File: config.mk
export PLATFORM = sky130hd
export DESIGN_NAME = bx_sequencer
export DESIGN_NICKNAME = d
export VERILOG_FILES = /design/src/rtl/bx_seq_pkg.sv /design/src/rtl/bx_sequencer_rr_arbiter.sv /design/src/rtl/bx_sequencer.sv
export SDC_FILE = /design/constraint.sdc
export NUM_CORES = 1
export LEC_CHECK = 0
export CELL_PAD_IN_SITES_DETAIL_PLACEMENT = 0
export CELL_PAD_IN_SITES_GLOBAL_PLACEMENT = 1
export CORE_MARGIN = 2
export CORE_UTILIZATION = 39
export CTS_BUF_LIST = sky130_fd_sc_hd__clkbuf_8
export DETAILED_ROUTE_END_ITERATION = 16
export GPL_ROUTABILITY_DRIVEN = 0
export PLACE_DENSITY_LB_ADDON = 0.1
export SLEW_MARGIN = 20
export SYNTH_ARGS = -nofsm -noshare
export SYNTH_HDL_FRONTEND = slang
export SYNTH_SLANG_ARGS = --single-unit
File: constraint.sdc
create_clock -name clock -period 3.2 [get_ports clock]
set_input_delay 0.64 -clock clock [delete_from_list [all_inputs] [get_ports clock]]
set_output_delay 0.64 -clock clock [all_outputs]
set_load 0.02 [all_outputs]
File: src/rtl/bx_seq_pkg.sv
// Shared constants and types for the BX sequencer.
package bx_seq_pkg;

  localparam int BX_PER_ORBIT_LHC = 3564;
  localparam int PHASE_WIDTH      = 2;

  typedef enum logic [0:0] {
    SYNC = 1'b0,
    RUN  = 1'b1
  } state_t;

endpackage

File: src/rtl/bx_sequencer_rr_arbiter.sv
// Combinational round-robin arbiter: searches upward from ptr+1 (mod N_REQ)
// for the first asserted request. The pointer register lives in the parent.
module rr_arbiter #(
  parameter int N_REQ = 4,
  parameter int IDX_W = (N_REQ > 1) ? $clog2(N_REQ) : 1
) (
  input  logic [N_REQ-1:0] req,
  input  logic [IDX_W-1:0] ptr,
  input  logic             en,
  output logic [N_REQ-1:0] gnt,
  output logic [IDX_W-1:0] idx
);

  logic             found_s;
  logic [IDX_W-1:0] cand_s;

  // First-hit search starting just above the last winner.
  always_comb begin
    gnt     = '0;
    idx     = '0;
    found_s = 1'b0;
    cand_s  = '0;
    for (int k = 1; k <= N_REQ; k++) begin
      cand_s = IDX_W'((int'(ptr) + k) % N_REQ);
      if (en && !found_s && req[cand_s]) begin
        gnt[cand_s] = 1'b1;
        idx         = cand_s;
        found_s     = 1'b1;
      end else begin
        found_s = found_s;
      end
    end
  end

endmodule

File: src/rtl/bx_sequencer.sv
// BX/orbit timing sequencer with 40/80 MHz strobes and a per-BX round-robin slot grant.
// Optional BC0-mismatch error counter enabled by defining BX_SEQ_ERR_COUNT_EN.
module bx_sequencer
  import bx_seq_pkg::*;
#(
  parameter int BX_PER_ORBIT = BX_PER_ORBIT_LHC,
  parameter int BX_WIDTH     = 12,
  parameter int ORBIT_WIDTH  = 16,
  parameter int PHASE_OFFSET = 3,
  parameter int N_REQ        = 4
) (
  input  logic                   clock,
  input  logic                   reset,
  input  logic                   resync_i,
  input  logic                   bc0_i,
  input  logic [N_REQ-1:0]       req_i,
  output logic [PHASE_WIDTH-1:0] phase_o,
  output logic                   strobe40_o,
  output logic                   strobe80_o,
  output logic [BX_WIDTH-1:0]    bx_o,
  output logic [ORBIT_WIDTH-1:0] orbit_o,
  output logic                   bc0_o,
  output logic                   locked_o,
  output logic [N_REQ-1:0]       gnt_o
`ifdef BX_SEQ_ERR_COUNT_EN
  ,output logic [7:0]            err_count_o
`endif
);

  localparam int                     IDX_W    = (N_REQ > 1) ? $clog2(N_REQ) : 1;
  localparam logic [BX_WIDTH-1:0]    BX_LAST  = BX_WIDTH'(BX_PER_ORBIT - 1);
  localparam logic [PHASE_WIDTH-1:0] PH_OFF   = PHASE_WIDTH'(PHASE_OFFSET);
  localparam logic [IDX_W-1:0]       PTR_INIT = IDX_W'(N_REQ - 1);

  logic [PHASE_WIDTH-1:0] phase_r;
  state_t                 state_r;
  logic [BX_WIDTH-1:0]    bx_r;
  logic [ORBIT_WIDTH-1:0] orbit_r;
  logic [N_REQ-1:0]       gnt_r;
  logic [IDX_W-1:0]       ptr_r;

  logic                   strobe40_s;
  logic                   bx_last_s;
  logic                   arb_en_s;
  logic [N_REQ-1:0]       arb_gnt_s;
  logic [IDX_W-1:0]       arb_idx_s;

  assign strobe40_s = (phase_r == PH_OFF);
  assign bx_last_s  = (bx_r == BX_LAST);
  assign arb_en_s   = strobe40_s && (state_r == RUN);

  rr_arbiter #(
    .N_REQ (N_REQ),
    .IDX_W (IDX_W)
  ) u_arb (
    .req (req_i),
    .ptr (ptr_r),
    .en  (arb_en_s),
    .gnt (arb_gnt_s),
    .idx (arb_idx_s)
  );

  // Free-running 160 MHz phase; only reset touches it.
  always_ff @(posedge clock) begin
    if (reset) begin
      phase_r <= '0;
    end else begin
      phase_r <= phase_r + PHASE_WIDTH'(1'b1);
    end
  end

`ifdef BX_SEQ_ERR_COUNT_EN
  logic [7:0] err_r;
  assign err_count_o = err_r;
`endif

  // Lock FSM, BX/orbit counters and grant register; resync outranks a BC0 mismatch.
  always_ff @(posedge clock) begin
    if (reset) begin
      state_r <= SYNC;
      bx_r    <= '0;
      orbit_r <= '0;
      gnt_r   <= '0;
      ptr_r   <= PTR_INIT;
`ifdef BX_SEQ_ERR_COUNT_EN
      err_r   <= 8'd0;
`endif
    end else if (resync_i) begin
      state_r <= SYNC;
      bx_r    <= '0;
      orbit_r <= '0;
      gnt_r   <= '0;
    end else if (strobe40_s) begin
      case (state_r)
        SYNC: begin
          state_r <= bc0_i ? RUN : SYNC;
          bx_r    <= '0;
          orbit_r <= '0;
          gnt_r   <= '0;
        end
        RUN: begin
          if (bc0_i && !bx_last_s) begin
            state_r <= SYNC;
            bx_r    <= '0;
            orbit_r <= '0;
            gnt_r   <= '0;
`ifdef BX_SEQ_ERR_COUNT_EN
            if (err_r != 8'hFF) begin
              err_r <= err_r + 8'd1;
            end else begin
              err_r <= err_r;
            end
`endif
          end else begin
            state_r <= RUN;
            if (bx_last_s) begin
              bx_r    <= '0;
              orbit_r <= orbit_r + ORBIT_WIDTH'(1'b1);
            end else begin
              bx_r    <= bx_r + BX_WIDTH'(1'b1);
            end
            gnt_r <= arb_gnt_s;
            if (|arb_gnt_s) begin
              ptr_r <= arb_idx_s;
            end else begin
              ptr_r <= ptr_r;
            end
          end
        end
        default: begin
          state_r <= SYNC;
          bx_r    <= '0;
          orbit_r <= '0;
          gnt_r   <= '0;
        end
      endcase
    end else begin
      state_r <= state_r;
    end
  end

  assign phase_o    = phase_r;
  assign strobe40_o = strobe40_s;
  assign strobe80_o = (phase_r[0] == PH_OFF[0]);
  assign bx_o       = bx_r;
  assign orbit_o    = orbit_r;
  assign gnt_o      = gnt_r;
  assign locked_o   = (state_r == RUN);
  assign bc0_o      = (state_r == RUN) && (bx_r == '0);

endmodule

==> impl_results.md, run 1 <==
* Total die area at 0.00612 sq mm
* Worst-margin pin slew at 0.630 ns
* Post-CTS Setup Bufs at 0
* Cell count after synthesis at 250
* Asr flop ratio synth at 0
* Syn Nets at 270
* Fmax at 331 MHz
* EDFF count, synth at 0
* Antenna-violating nets left at 0
* First DRT Iteration DRCs at 48
* Dpl hpwl at 3670 um
* Clock slew at reported path FFs at 0.08 ns
* Mapped cell area at 0.00215 sq mm
* Wirelength per Cell at 13.1 um
* Reg2reg end: ptr_r[0]$_SDFFE_PP1P_
* Die extent in x at 78.3 um
* CORE AREA at 0.00541 sq mm
* Synth warn at 0
* Gates resized, CTS repair at 0
* CP Launch Type: input pin
* Initial antenna violation count at 0
* Number of diodes at 0
* Syn Area/Cell at 8.60 sq um
* Global-route wire length before repair at 8110 um
* Final setup viols at 0
* Post-synth top flop: dfxtp_1
* Yosys cell types at 50
* Hold_ws at 0.464 ns
* Max Cap Viol at 0
* Inst Count DP at 369
* Share of layout cells above drive strength 1 at 0.115
* CP Launch Point: req_i[3]
* Hold_sp: phase_o[0]$_SDFF_PP0_
* DR vias/cell at 5.14
* Grt total ovfl at 0
* Period minus WS final at 3.02 ns
* Final Hold Viols at 0
* # IOs at 46
* RSZ-0062 raised after global routing: false
* Final WL at 4930 um
* Hold/Removal Path Class: flop to flop
* GRT Util Overall at 0.163
* Vias in the first global route at 1738
* Pin count of the biggest net entering global routing at 15
* #FFs+latches synth at 37
* Sequential-to-total area share from yosys stat at 0.344
* Port Buffers at 45
* Setup crit end kind: flop
* Cell Pwr Density at 310 mW/mm^2
* CTS Sinks at 37
* CP arrival at 3.24 ns
* R2R Setup Slk at 0.31 ns
* Placement Rows at 27
* Hold path cells at 1
* Placement Cell Area at 0.00273 sq mm
* Layout fillers at 540
* Crit Path Max Fanout at 6
* Fin util at 0.522
* WP data required at 3.42 ns
* Crit path capture: ptr_r[0]$_SDFFE_PP1P_
* Outcome: complete, no violations
* CTS tree: yes
* 1st-pass router iterations at 5
* Vias at 1938
* Die Span Y at 78.3 um
* Worst skew pair latency at 0.28 ns
* Clock Path Buffers at 2
* Max-slew violations at 0
* Htree depth at 2
* Critical path class: input pin to flop
* CTS buffer count at 5
* Setup Skew at 0.00824 ns
* R2R depth at 10
* Clock root buffer master: clkbuf_8
* Max VDD drop at 222 uV
* Final non-filler cell total at 377
* Final worst path period share at 0.944
* Design Area, Final at 0.00282 sq mm
* Hold-fix buffers, CTS at 0
* Starting Density at 0.398
* # DRC at 0
* Total Nets Final at 324
* Worst r2r src: ptr_r[0]$_SDFFE_PP1P_
* Slew HR at 0.576
* Syn-to-layout area delta at 31.2%
* Lkg Pwr at 0.955 nW
==> metal layers <==
layer	track usage	wire length [um]	vias to the layer above
met4	0.0421	43	0
met2	0.275	2330	41
met1	0.214	2390	893
met5	0	0	-
met3	0.0310	178	4
li1	-	-	1000
==> synth_stat cells (3+ instances only) <==
master    number  share of area
ha_1          12          0.070
nand3b_1       4          0.014
dfxtp_1       37           0.34
nor2_1        41          0.072
nor4_1         3         0.0087
clkbuf_1       5         0.0087
nor3_1         6          0.014
a22oi_1        6          0.021
mux4_2         3          0.031
a21oi_1       10          0.023
mux2i_1        3          0.014
nand4_1       11          0.032
or3_1          6          0.017
inv_1          8          0.014
xnor2_1        9          0.037
xor2_1        11          0.045
nand3_1        6          0.014
nand2_1       22          0.038
o21ai_0        8          0.019
a31oi_1        3         0.0087
==> flip-flops by register name, summed over array words and instances, names as in the netlist <==
| register | flops |
|---|---|
| ptr_r | 2 |
| orbit_o | 16 |
| bx_o | 12 |
| locked_o | 1 |
| phase_o | 2 |
| gnt_o | 4 |
==> worst min path at each step <==
stage	end
global placement	phase_o[0]$_SDFF_PP0_
floorplan	phase_o[0]$_SDFF_PP0_
detailed placement	phase_o[0]$_SDFF_PP0_
global route	phase_o[0]$_SDFF_PP0_
CTS	phase_o[0]$_SDFF_PP0_
finish	phase_o[0]$_SDFF_PP0_
==> area by class of cell <==
type                            count  area [sq um]  share of cell area
Clock inverter                      2          13.8             0.00488
Clock buffer                        6          82.6              0.0293
Timing Repair Buffer               56           533               0.189
Tap cell                           72          90.1              0.0319
Inverter                            9          33.8              0.0120
Sequential cell                    37           741               0.262
Multi-Input combinational cell    195          1330               0.471
==> worst max-delay path, cell delays in order <==
cell	delay, ns
clkdlybuf4s50_1	0.49
mux4_1	0.49
nor4b_1	0.15
buf_4	0.16
a221o_1	0.37
or4_4	0.57
mux2_4	0.32
o211ai_2	0.05
==> cells in the final DEF, fill, tap and decap left out, drive strengths merged, types with 4 or more instances in the layout <==
master and n:
a21oi 11, a221o 4, a22oi 6, buf 11, clkbuf 6, clkdlybuf4s50 45
dfxtp 37, ha 12, inv 8, mux4 4, nand2 22, nand3 6
nand3b 4, nand4 11, nor2 41, nor3 6, o21ai 9, or3 8
xnor2 9, xor2 11
==> through the flow <==
stage                     setup TNS, ns  power (mW)  setup WS [ns]
final                                 0       0.874          0.178
after global placement          -0.0506       0.545        -0.0502
after floorplan                       0       0.511          0.390
after CTS                             0       0.887          0.195
after detailed placement         -0.183       0.545         -0.106
after global routing                  0       0.914         0.0790
==> kinds of logic (layout without fill, tap and decap cells) <==
logic type / Yosys count / count (layout) / share of synthesized area
simple gates: 117 / 117 / 0.280
fa+ha+maj: 12 / 12 / 0.0698
xor+xnor: 20 / 20 / 0.0814
buf+inv: 18 / 73 / 0.0378
compound gates: 38 / 38 / 0.122
flops: 37 / 37 / 0.344
mux: 8 / 8 / 0.0646
==> power by group <==
part           switching [mW]  leakage, nW  internal, mW  total [mW]
clock network           0.166       0.0512         0.175       0.340
registers             0.00217        0.299         0.463       0.465
logic                  0.0371        0.605        0.0315      0.0686
total                   0.205        0.955         0.669       0.874
Power figures use the tool's default switching activity.
==> run 2: changes to the inputs <==
- REMOVE_ABC_BUFFERS: not set -> 1
==> impl_results.md, run 2 (synthesis gave the netlist of run 1 again) <==
* Crit Path Max Fanout at 5
* Share of layout cells above drive strength 1 at 0.115
* Die extent in x at 78.3 um
* Dpl hpwl at 3780 um
* Syn-to-layout area delta at 30.8%
* CP arrival at 3.25 ns
* R2R Setup Slk at 0.31 ns
* Clock root buffer master: clkbuf_8
* Worst path max stage delay at 0.57 ns
* Max-slew violations at 0
* Period minus WS final at 3.02 ns
* Setup Skew at 0.00605 ns
* Reg2reg end: ptr_r[0]$_SDFFE_PP1P_
* WP data required at 3.42 ns
* Design Area, Final at 0.00281 sq mm
* Psw at 0.209 mW
* Hold-fix buffers, CTS at 0
* Max VDD drop at 155 uV
* Cell Pwr Density at 303 mW/mm^2
* RSZ-0062 raised after global routing: false
* Pin count of the biggest net entering global routing at 15
* Max Cap Viol at 0
* Final setup viols at 0
* # DRC at 0
* Vias at 1981
* Switch share at 0.245
* Starting Density at 0.398
* Die Span Y at 78.3 um
* Total die area at 0.00612 sq mm
* Gate power share at 0.080
* CTS Sinks at 37
* Clock Path Buffers at 2
* Share of total power in the clock network at 0.374
* P_int at 0.644 mW
* Post-CTS Setup Bufs at 0
* Number of flip-flops in the largest register at 16
* Clock slew at reported path FFs at 0.07 ns
* Reg power frac at 0.546
* Hold_sp: phase_o[0]$_SDFF_PP0_
* DR vias/cell at 5.25
* Critical path class: input pin to flop
* Critical-path top delay cell: or4_4
* CTS buffer count at 5
* Vias in the first global route at 1842
* Final Hold Viols at 0
* Worst-margin pin slew at 0.534 ns
* Port Buffers at 45
* Hold path cells at 1
* Fin Setup TNS at 0 ns
* Worst path cell trace: clkdlybuf4s50_1, mux4_1, nor4b_1, buf_4, a221o_1, or4_4, mux2_4, o211ai_2
* Slew HR at 0.643
* Htree depth at 2
* Power Total at 0.853 mW
* Worst r2r src: ptr_r[0]$_SDFFE_PP1P_
* Final WL at 5160 um
* CORE AREA at 0.00541 sq mm
* GRT Util Overall at 0.174
* Placement Cell Area at 0.00273 sq mm
* Grt total ovfl at 0
* First DRT Iteration DRCs at 56
* 1st-pass router iterations at 4
* Placement Rows at 27
* Worst skew pair latency at 0.29 ns
* Outcome: complete, no violations
* Total Nets Final at 324
* CP Launch Type: input pin
* Number of diodes at 0
* Hold/Removal Path Class: flop to flop
* Initial antenna violation count at 0
* Wirelength per Cell at 13.7 um
* Gates resized, CTS repair at 0
* Global-route wire length before repair at 8510 um
* Fmax at 331 MHz
* CTS tree: yes
* Commonest non-fill, non-tap cell in the layout: clkdlybuf4s50_1
* Setup crit end kind: flop
* Hold_ws at 0.461 ns
* Final worst path period share at 0.945
* # IOs at 46
* Most frequent cells in the layout: 45 x clkdlybuf4s50_1, 41 x nor2_1, 37 x dfxtp_1, 22 x nand2_1, 12 x ha_1
* Antenna-violating nets left at 0
* Lkg Pwr at 0.947 nW
* R2R depth at 10
* Hold endpoint: phase_o[0]$_SDFF_PP0_
[run 2: changes by cell type in the layout (fill, tap and decap cells not counted)]
cell / change
clkinv_2: +1
clkbuf_8: -1
clkinvlp_4: +1
clkinv_4: -1
[run 2: area by class of cell]
cell class	instances	area, sq um
Clock buffer	5	68.8
Sequential cell	37	741
Fill cell	522	2590
Tap cell	72	90.1
Multi-Input combinational cell	195	1330
Inverter	9	33.8
Timing Repair Buffer	56	533
Clock inverter	3	17.5
[run 2: through the flow]
stage / utilization / setup slack (ns) / instances
after floorplan: - / 0.265 / 241
after global placement: 0.504 / -0.0633 / 369
after detailed placement: 0.504 / -0.102 / 369
after CTS: 0.520 / 0.201 / 377
after global routing: 0.520 / 0.0733 / 377
final: 0.520 / 0.175 / 377
[run 2: worst max path at each step]
stage | from | end | slack, ns | depth (start not counted)
detailed placement | req_i[0] | ptr_r[0]$_SDFFE_PP1P_ | -0.10 | 8
floorplan | ptr_r[0]$_SDFFE_PP1P_ | ptr_r[0]$_SDFFE_PP1P_ | 0.26 | 9
global placement | req_i[0] | ptr_r[0]$_SDFFE_PP1P_ | -0.06 | 8
CTS | req_i[0] | ptr_r[0]$_SDFFE_PP1P_ | 0.20 | 8
global route | req_i[1] | ptr_r[1]$_SDFFE_PP1P_ | 0.07 | 9
finish | req_i[0] | ptr_r[0]$_SDFFE_PP1P_ | 0.18 | 8
[run 2: worst max-delay path, delay by kind of cell]
family / cells / cell delay, ns
compound gates: 2 / 0.41
buf+inv: 2 / 0.65
mux: 2 / 0.83
simple gates: 2 / 0.72
[run 2: metal layers]
| layer | vias to the layer above | GRT usage | routed length, um |
|---|---|---|---|
| met3 | 7 | 0.0437 | 220 |
| li1 | 991 | - | - |
| met2 | 45 | 0.278 | 2330 |
| met5 | - | 0 | 0 |
| met1 | 938 | 0.230 | 2540 |
| met4 | 0 | 0.0561 | 72 |
[run 2: power groups by stage]
stage	logic, mW	clock network, mW	registers, mW
detailed placement	0.0687	0	0.476
finish	0.0684	0.319	0.465
floorplan	0.0282	0	0.480
global placement	0.0676	0	0.476
global route	0.0749	0.350	0.466
CTS	0.0688	0.332	0.465
==> run 3: changes to the inputs <==
- CORE_ASPECT_RATIO: not set -> 1.1
- SLEW_MARGIN: 20 -> not set
==> impl_results.md, run 3 (synthesis gave the netlist of run 1 again) <==
* Clock Path Buffers at 2
* CTS buffer count at 5
* Starting Density at 0.401
* Number of flip-flops in the largest register at 16
* Vias at 1990
* Final worst path period share at 0.944
* Placement Rows at 28
* RSZ-0062 raised after global routing: false
* Outcome: complete, no violations
* Critical path class: input pin to flop
* Commonest non-fill, non-tap cell in the layout: clkdlybuf4s50_1
* Slew HR at 0.659
* Initial antenna violation count at 0
* Clock root buffer master: clkbuf_8
* Layout fillers at 540
* CTS tree: yes
* # DRC at 0
* Worst skew pair latency at 0.28 ns
* CORE AREA at 0.00536 sq mm
* DR vias/cell at 5.22
* Max-slew violations at 0
* Gates resized, CTS repair at 0
* Post-CTS Setup Bufs at 0
* CP arrival at 3.23 ns
* Hold-fix buffers, CTS at 0
* Antenna-violating nets left at 0
* Worst-margin pin slew at 0.510 ns
* Share of layout cells above drive strength 1 at 0.118
* Most frequent cells in the layout: 45 x clkdlybuf4s50_1, 41 x nor2_1, 37 x dfxtp_1, 22 x nand2_1, 14 x buf_4
* Number of diodes at 0
* Syn-to-layout area delta at 31.4%
* Final setup viols at 0
* Final non-filler cell total at 381
* Fin util at 0.527
* WP data required at 3.41 ns
* Die Span Y at 81.9 um
* Hold_ws at 0.462 ns
* First DRT Iteration DRCs at 66
* Die extent in x at 74.8 um
* 1st-pass router iterations at 4
* Total Nets Final at 327
* Vias in the first global route at 1808
* Pin count of the biggest net entering global routing at 15
* Htree depth at 2
* Global-route wire length before repair at 8510 um
* GRT Util Overall at 0.180
* Grt total ovfl at 0
* CTS Sinks at 37
* Period minus WS final at 3.02 ns
* Clock slew at reported path FFs at 0.07 ns
* Setup crit end kind: flop
* Max VDD drop at 162 uV
* Total die area at 0.00613 sq mm
* Inst Count DP at 375
* Setup Skew at 0.00711 ns
* Hold/Removal Path Class: flop to flop
* Final Hold Viols at 0
* Fmax at 331 MHz
* # IOs at 46
* CP Launch Type: input pin
* Final WL at 5120 um
* Crit Path Max Fanout at 9
* Wirelength per Cell at 13.4 um
* Port Buffers at 45
* Cell Pwr Density at 292 mW/mm^2
* Lkg Pwr at 0.960 nW
* Dpl hpwl at 3730 um
* Max Cap Viol at 0
==> run 3: routing by layer <==
metal  part of all wire  track usage  wire length (um)  vias up
met1               0.50        0.245              2540      947
met3              0.035       0.0307               178        8
met2               0.45        0.287              2320       41
met4              0.013       0.0589                67        0
li1                   -            -                 -      994
met5                  0            0                 0        -
==> run 3: report_power, final <==
part | leakage (nW) | total (mW) | switching, mW | internal, mW
combinational | 0.621 | 0.0686 | 0.0372 | 0.0314
clock | 0.0399 | 0.293 | 0.150 | 0.143
sequential | 0.299 | 0.465 | 0.00212 | 0.463
==> run 3: final timing paths <==
| check | from | endpoint | slack, ns | cells after the start |
|---|---|---|---|---|
| setup / recovery | req_i[1] | ptr_r[0]$_SDFFE_PP1P_ | 0.18 | 9 |
| hold reg to reg | phase_o[0]$_SDFF_PP0_ | phase_o[0]$_SDFF_PP0_ | 0.46 | 1 |
| hold / removal | phase_o[0]$_SDFF_PP0_ | phase_o[0]$_SDFF_PP0_ | 0.46 | 1 |
| setup reg to reg | ptr_r[0]$_SDFFE_PP1P_ | ptr_r[0]$_SDFFE_PP1P_ | 0.32 | 10 |
==> run 3: worst max-delay path, stage by stage <==
cell,delay (ns)
clkdlybuf4s50_1,0.44
buf_4,0.16
mux4_2,0.57
nand3b_1,0.13
a21oi_1,0.08
a221o_1,0.29
or4_4,0.56
mux2_4,0.31
o211ai_2,0.05
==> run 3: final cells by class <==
cell class / count / area, sq um / share of cell area
clock buffers: 5 / 68.8 / 0.0243
clock inverters: 1 / 5.00 / 0.00177
inverters: 9 / 33.8 / 0.0120
multi-input cells: 195 / 1330 / 0.470
flip-flops and latches: 37 / 741 / 0.262
well taps: 75 / 93.8 / 0.0332
repair buffers: 59 / 556 / 0.197
==> run 3: through the flow <==
step                      instance area (sq um)  setup TNS, ns  setup WS (ns)  power (mW)
after floorplan                            2100              0          0.265       0.509
after global placement                     2750         -0.102        -0.0666       0.544
after detailed placement                   2750         -0.173        -0.0974       0.544
after CTS                                  2830              0          0.192       0.840
after global routing                       2830              0         0.0923       0.868
final                                      2830              0          0.178       0.827
